==> src/rtl/riscv_ctrl_pkg.sv <==
// Shared types and encodings for the multicycle RV32I control path.
package riscv_ctrl_pkg;

  typedef enum logic [3:0] {
    StFetch,
    StDecode,
    StMemAdr,
    StMemRead,
    StMemWb,
    StMemWrite,
    StExecR,
    StExecI,
    StAluWb,
    StJal,
    StBeq
  } state_e;

  localparam logic [6:0] OP_LOAD   = 7'b0000011;
  localparam logic [6:0] OP_STORE  = 7'b0100011;
  localparam logic [6:0] OP_R      = 7'b0110011;
  localparam logic [6:0] OP_I      = 7'b0010011;
  localparam logic [6:0] OP_JAL    = 7'b1101111;
  localparam logic [6:0] OP_BRANCH = 7'b1100011;

  typedef enum logic [1:0] {
    ImmI = 2'b00,
    ImmS = 2'b01,
    ImmB = 2'b10,
    ImmJ = 2'b11
  } immsrc_e;

  typedef enum logic [1:0] {
    AluAdd   = 2'b00,
    AluSub   = 2'b01,
    AluFunct = 2'b10
  } alu_op_e;

  typedef enum logic [1:0] {
    ResAluOut = 2'b00,
    ResMdr    = 2'b01,
    ResAlu    = 2'b10
  } result_src_e;

  typedef enum logic [1:0] {
    SrcAPc    = 2'b00,
    SrcAOldPc = 2'b01,
    SrcARs1   = 2'b10
  } alu_src_a_e;

  typedef enum logic [1:0] {
    SrcBRs2  = 2'b00,
    SrcBImm  = 2'b01,
    SrcBFour = 2'b10
  } alu_src_b_e;

  function automatic logic is_mem_op(input logic [6:0] opcode);
    return (opcode == OP_LOAD) || (opcode == OP_STORE);
  endfunction

endpackage

==> src/rtl/imm_type_dec.sv <==
// Combinational opcode to immediate-format select; unknown opcodes fall back to I-type.
module imm_type_dec
  import riscv_ctrl_pkg::*;
(
  input  logic [6:0] i_opcode,
  output logic [1:0] o_immsrc
);

  immsrc_e immsrc;

  always_comb begin
    immsrc = ImmI;
    case (i_opcode)
      OP_LOAD,
      OP_I:      immsrc = ImmI;
      OP_STORE:  immsrc = ImmS;
      OP_BRANCH: immsrc = ImmB;
      OP_JAL:    immsrc = ImmJ;
      default:   immsrc = ImmI;
    endcase
  end

  assign o_immsrc = immsrc;

endmodule

==> src/rtl/multicycle_ctrl.sv <==
// Main control FSM of the multicycle RV32I core: sequences fetch, decode, execute,
// memory and writeback, and counts retired instructions.
module multicycle_ctrl
  import riscv_ctrl_pkg::*;
#(
  parameter int unsigned CNT_W = 32
) (
  input  logic             i_clk,
  input  logic             i_rst_n,
  input  logic [6:0]       i_opcode,
  input  logic             i_zero,
  input  logic             i_mem_ready,
  output logic             o_mem_req,
  output logic             o_mem_write,
  output logic             o_adr_src,
  output logic             o_ir_write,
  output logic             o_pc_write,
  output logic             o_reg_write,
  output logic [1:0]       o_result_src,
  output logic [1:0]       o_alu_src_a,
  output logic [1:0]       o_alu_src_b,
  output logic [1:0]       o_alu_op,
  output logic [1:0]       o_immsrc,
  output logic             o_illegal,
  output logic [CNT_W-1:0] o_retired
);

  localparam logic [CNT_W-1:0] CntOne = {{(CNT_W-1){1'b0}}, 1'b1};

  state_e           state_q, state_d;
  logic [CNT_W-1:0] retired_q, retired_d;

  logic        mem_req, mem_write, adr_src, ir_write, pc_write, reg_write, illegal;
  logic        retire;
  result_src_e result_src;
  alu_src_a_e  alu_src_a;
  alu_src_b_e  alu_src_b;
  alu_op_e     alu_op;

  imm_type_dec u_imm_type_dec (
    .i_opcode (i_opcode),
    .o_immsrc (o_immsrc)
  );

  always_ff @(posedge i_clk) begin
    if (!i_rst_n) begin
      state_q   <= StFetch;
      retired_q <= '0;
    end else begin
      state_q   <= state_d;
      retired_q <= retired_d;
    end
  end

  always_comb begin
    state_d    = state_q;
    mem_req    = 1'b0;
    mem_write  = 1'b0;
    adr_src    = 1'b0;
    ir_write   = 1'b0;
    pc_write   = 1'b0;
    reg_write  = 1'b0;
    illegal    = 1'b0;
    retire     = 1'b0;
    result_src = ResAluOut;
    alu_src_a  = SrcAPc;
    alu_src_b  = SrcBRs2;
    alu_op     = AluAdd;

    case (state_q)
      StFetch: begin
        // PC+4 goes straight from the ALU into PC while the IR captures the word.
        mem_req    = 1'b1;
        alu_src_b  = SrcBFour;
        result_src = ResAlu;
        ir_write   = i_mem_ready;
        pc_write   = i_mem_ready;
        if (i_mem_ready) state_d = StDecode;
      end
      StDecode: begin
        // Speculatively form oldPC+imm so branch/jump targets sit in ALUOut.
        alu_src_a = SrcAOldPc;
        alu_src_b = SrcBImm;
        if (is_mem_op(i_opcode)) begin
          state_d = StMemAdr;
        end else begin
          case (i_opcode)
            OP_R:      state_d = StExecR;
            OP_I:      state_d = StExecI;
            OP_JAL:    state_d = StJal;
            OP_BRANCH: state_d = StBeq;
            default: begin
              state_d = StFetch;
              illegal = 1'b1;
            end
          endcase
        end
      end
      StMemAdr: begin
        alu_src_a = SrcARs1;
        alu_src_b = SrcBImm;
        state_d   = (i_opcode == OP_LOAD) ? StMemRead : StMemWrite;
      end
      StMemRead: begin
        mem_req = 1'b1;
        adr_src = 1'b1;
        if (i_mem_ready) state_d = StMemWb;
      end
      StMemWb: begin
        result_src = ResMdr;
        reg_write  = 1'b1;
        retire     = 1'b1;
        state_d    = StFetch;
      end
      StMemWrite: begin
        mem_req   = 1'b1;
        mem_write = 1'b1;
        adr_src   = 1'b1;
        if (i_mem_ready) begin
          retire  = 1'b1;
          state_d = StFetch;
        end
      end
      StExecR: begin
        alu_src_a = SrcARs1;
        alu_src_b = SrcBRs2;
        alu_op    = AluFunct;
        state_d   = StAluWb;
      end
      StExecI: begin
        alu_src_a = SrcARs1;
        alu_src_b = SrcBImm;
        alu_op    = AluFunct;
        state_d   = StAluWb;
      end
      StAluWb: begin
        reg_write = 1'b1;
        retire    = 1'b1;
        state_d   = StFetch;
      end
      StJal: begin
        // Target from ALUOut into PC while the ALU forms the link value oldPC+4.
        alu_src_a = SrcAOldPc;
        alu_src_b = SrcBFour;
        pc_write  = 1'b1;
        state_d   = StAluWb;
      end
      StBeq: begin
        alu_src_a = SrcARs1;
        alu_src_b = SrcBRs2;
        alu_op    = AluSub;
        pc_write  = i_zero;
        retire    = 1'b1;
        state_d   = StFetch;
      end
      default: state_d = StFetch;
    endcase
  end

  assign retired_d = retire ? (retired_q + CntOne) : retired_q;

  // Strobes are forced low throughout reset so an abandoned access ends immediately.
  assign o_mem_req    = mem_req   & i_rst_n;
  assign o_mem_write  = mem_write & i_rst_n;
  assign o_ir_write   = ir_write  & i_rst_n;
  assign o_pc_write   = pc_write  & i_rst_n;
  assign o_reg_write  = reg_write & i_rst_n;
  assign o_illegal    = illegal   & i_rst_n;
  assign o_adr_src    = adr_src;
  assign o_result_src = result_src;
  assign o_alu_src_a  = alu_src_a;
  assign o_alu_src_b  = alu_src_b;
  assign o_alu_op     = alu_op;
  assign o_retired    = retired_q;

endmodule
==> config.mk <==
export PLATFORM = sky130hd
export DESIGN_NAME = multicycle_ctrl
export DESIGN_NICKNAME = d
export VERILOG_FILES = /design/src/rtl/riscv_ctrl_pkg.sv /design/src/rtl/imm_type_dec.sv /design/src/rtl/multicycle_ctrl.sv
export SDC_FILE = /design/constraint.sdc
export NUM_CORES = 1
export LEC_CHECK = 0
export ABC_AREA = 0
export BUFFER_PORTS_ARGS = -buffer_cell sky130_fd_sc_hd__clkbuf_2
export CORE_MARGIN = 4
export CORE_UTILIZATION = 40
export CTS_CLUSTER_DIAMETER = 40
export CTS_CLUSTER_SIZE = 20
export DETAILED_ROUTE_END_ITERATION = 6
export PLACE_DENSITY = 0.67
export SKIP_LAST_GASP = 1
export SYNTH_ARGS = -nofsm -noshare
export SYNTH_HDL_FRONTEND = slang
export SYNTH_SLANG_ARGS = --single-unit
export TNS_END_PERCENT = 10
==> constraint.sdc <==
create_clock -name i_clk -period 3.1 [get_ports i_clk]
set_input_delay 0 -clock i_clk [delete_from_list [all_inputs] [get_ports i_clk]]
set_output_delay 0 -clock i_clk [all_outputs]
set_load 0.1 [all_outputs]
# == Word-level counts from Yosys, hierarchy flattened ==
# Cells that the tools add are included.
# classes
reduce_logical,14
add_sub_neg,1
mux,23
eq_ne,19
bitwise_logic,6
# op_table
cell,count
"adder 32 x 1 -> 32 bit, second input constant",1
case mux 4 bit (6 select lines),1
"equality test 4 x 3 -> 1 bit, second input constant",4
2-to-1 mux 4 bit,4
case mux 2 bit (2 select lines),4
case mux 4 bit (4 select lines),1
"equality test 7 x 6 -> 1 bit, second input constant",2
"equality test 7 bit, second input constant",2
"equality test 4 bit, second input constant",3
OR reduction 3 bit,4
OR reduction 2 bit,5
2-to-1 mux 1 bit,9
"equality test 4 x 2 -> 1 bit, second input constant",2
OR reduction 4 bit,2
"equality test 7 x 2 -> 1 bit, second input constant",1
"equality test 7 x 5 -> 1 bit, second input constant",1
bitwise AND 1 bit,6
"!= test 2 bit, second input constant",3
case mux 2 bit (3 select lines),1
"equality test 4 x 1 -> 1 bit, second input constant",1
logical NOT 4 bit,1
2-to-1 mux 3 bit,1
case mux 1 bit (3 select lines),1
AND reduction 3 bit,1
other kinds (2),2
# totals
out_inout_bits,49
word_cells,65
ff_bits,36

# == Longest topological paths before layout ==
# logic_depth
word_depth,6
mapped_depth,7
depth_no_buf,5

# == By module ==
# Synthesis repeated with hierarchy kept, for this count alone.
# unflattened
hier_cells,291
hier_area_um2,2278.4
# modules_own_cells
module,cells_each,area_each_um2,n_inst
multicycle_ctrl,285,2234.6,1
imm_type_dec,6,43.8,1

# == Worst setup path after synthesis ==
# No wires, ideal clock.
# synth_path
kind,reg2out
start,register state_q[0]
end,output port o_pc_write
slack_ns,-2.843
stages_incl_launch_ff,6
t_required_ns,3.100
t_arrival_ns,5.943
path_cell_list,dfxtp_1 buf_2 buf_1 nor3b_1 nor2_1 nor4_1
# synth_via
elab_chain_cells,3
word_cells_on_any_way,5
classes_between,eq/ne: 2; mux: 1; bitwise: 1; reduce/logical: 1
# synth_rtl
element,line,text
"start, declared",multicycle_ctrl.sv:30,"state_e state_q, state_d;"
"start signal, assigned",multicycle_ctrl.sv:47,state_q <= StFetch;
"start signal, assigned",multicycle_ctrl.sv:50,state_q <= state_d;
equality test 4 bit or logical NOT 4 bit (tied branches),multicycle_ctrl.sv:70,case (state_q)
case mux 1 bit (3 select lines) *,multicycle_ctrl.sv:70,
bitwise AND 1 bit *,multicycle_ctrl.sv:166,assign o_pc_write = pc_write & i_rst_n;
"end, declared",multicycle_ctrl.sv:17,"output logic o_pc_write,"
# Mark *: on every way between the ends. The rest lies on a longest branch, timed or not.

# == Final worst setup path ==
# Ends and elaborated chain as after synthesis.

==> impl_metrics.toml <==
[global_routing]
grt_use_total_pct = 16.65
antenna_found_initial = 0
grt_pass1_vias = 2200
overflow = 0
grt_pass1_wl_um = 10190
grt_max_degree = 35

[critical_path]
required_ns = 3.10
path_max_fanout = 19
cp-start-kind = "register"
arrival_ns = 2.34
worstSetupPathType = "register to output pin"
worstSetupEndpointType = "output pin"

[final_layout]
area_growth_pct = 18.33
fin_util_pct = 50.26
antennaDiodeCount = 0
nNetsFinal = 359
drive_gt1_share_pct = 24.14
final_cell_area_um2 = 2835

[sta]
min_period_ns = 2.337
drv_slew = 0
worstMarginPinSlew_ns = 0.7832
whs_ns = 0.08708
rsz0062_at_grt = "no"
hold_viol_final = 0
finalSetupViolations = 0
max_freq_ghz = 0.4279
worst_slew_margin_rel_pct = 47.30
finalCritPeriodShare_pct = 75.39
finClkSkew_ns = 0.01078

[power_and_ir_drop]
switching_share_pct = 28.44
p_seq_share_pct = 50.2
p_sw_mw = 0.2648
pwr-share-comb_pct = 12.2
power.density_nw_per_um2 = 328.5
vdd_drop_max_v = 0.0002005
intPower_mw = 0.6664
p_leak_nw = 1.050
pwr-share-clk_pct = 37.6

[placed_design]
dp_hpwl_um = 4255
place.port_buffers = 59
placed_area_um2 = 2723
gp_congestion = 0.8582

[yosys]
synth.distinct_cells = 50
ys_async_sr_fraction_pct = 0
synth_edf_count = 0
syn_area_per_cell_um2 = 8.068
yosysWarnings = 0
synth_common_cells = "dfxtp_1, nand2_1, nand2b_1"
yosys_most_used_dff = "dfxtp_1"
yosys.area.top_type_share_pct = 30.08
yosysTopAreaCell = "dfxtp_1"
syn_area_um2 = 2396
postSynthCellCount = 297
ys_seq_elements = 36
netlist_top_cells_area = "dfxtp_1, mux2i_1, nand2b_1"
ys_seq_area_share_pct = 30.08
synth_nets = 309
yosysMostFrequentCell = "dfxtp_1"

[detailed_routing]
avgViaCountPerCell = 5.693
drc = 0
dr_total_vias = 2391
wl_met1_um = 2958
dr.max_layer_used = "met4"
route.met3.wl_um = 324
ant_nets = 0
dr.first_iter.drc_count = 106
dr.pass1.iters = 4
met2_length_um = 2752
wl_per_cell_um = 14.53
wl_um = 6101

[floorplan]
row_count = 27
design.core.area_um2 = 5642
fp.dieW_um = 85.40
num_io_pins = 60
die_y_um = 85.40
dieArea_um2 = 7292
initial_core_util_pct = 42.47

[clocking]
cts-resized-gates = 0
htreeDepth = 2
cts_hold_buf = 2
clk_pin_slew_ns = 0.06
cts_buffer_depth = 2
post_cts.repair.setup_buffers = 0
clock-root-buffer = "clkbuf_8"
cts-buffers-inserted = 5
cts_tree = "done"
cts.sinks = 36
insertion_delay_ns = 0.29

[outcome]
status = "finished clean"

[job]
max-cap-violations = 0

[hold_path]
min_path_type = "input pin to register"
cell families after synthesis:
logic type               Yosys count  synth area share [%]
flip-flops                        36                 30.08
XOR/XNOR                           4                 1.462
AND/OR/NAND/NOR                  149                 38.75
adder cells (fa/ha/maj)            1                0.5221
multiplexers                      17                 7.102
buffers and inverters             32                 5.849
AO/OA/AOI/OAI                     58                 16.24
path summary, 6_finish.rpt:
kind	from	end	slack [ns]	depth (start not counted)
setup reg to reg	state_q[2]	o_retired[9]	0.85	5
hold reg to reg	o_retired[31]	o_retired[31]	0.47	2
hold / removal	i_opcode[3]	state_q[1]	0.09	4
setup / recovery	state_q[0]	o_pc_write	0.76	5
power groups by stage:
stage,clock [mW],sequential [mW],combinational (mW)
6_report,0.350,0.468,0.113
5_1_grt,0.381,0.468,0.121
4_1_cts,0.361,0.468,0.113
3_5_place_dp,0,0.478,0.111
3_3_place_gp,0,0.478,0.111
2_1_floorplan,0,0.474,0.0900
per-stage QoR:
step                      TNS, ns  power, mW  cells  worst slack, ns
after floorplan            -3.942     0.5643    297          -0.9153
after global placement          0     0.5892    410           0.9742
after detailed placement        0     0.5897    410           0.8834
after CTS                       0     0.9421    420           0.7706
after global routing            0     0.9700    420           0.6607
final                           0     0.9312    420           0.7628
worst max-delay path: stages, from the launching register on:
cell and delay, ns:
dfxtp_1 0.73, nor2b_1 0.34, o21ai_0 0.14, o31a_1 0.15, nor4_2 0.20, clkbuf_2 0.50
registers in the layout, summed over array words and instances, names as in the netlist:
name	cells
o_retired	32
state_q	4
placed cells by master, fill, tap and decap left out, types with 4 or more instances in the layout:
cell type  Yosys  routed
a21oi_1       20      20
and2_1         4       4
and4_1         5       5
clkbuf_2       0      59
clkbuf_8       0       6
dfxtp_1       36      36
inv_1         11      11
mux2i_1       17      17
nand2_1       28      28
nand2b_1      21      21
nand3_1       12      12
nand4_1       12      12
nor2_1         9       9
nor2b_1        7       7
nor3_1         6       5
nor4_1        12      11
nor4_2         7       8
o21ai_0        9       9
o31ai_1       10      10
o41ai_1        4       4
or4_1          6       6
final cells by class:
type	instances	area [um2]
Clock inverter	2	10.01
Multi-Input combinational cell	229	1553
Timing Repair Buffer	64	337.8
Tap cell	72	90.09
Sequential cell	36	720.7
Fill cell	555	2806
Inverter	11	41.29
Clock buffer	6	82.58
per-layer routing:
layer	track usage, %	vias up
met5	0	-
met4	5.899	0
met3	3.398	7
met2	26.98	67
met1	21.83	1100
li1	-	1217
Power figures use the tool's default switching activity.
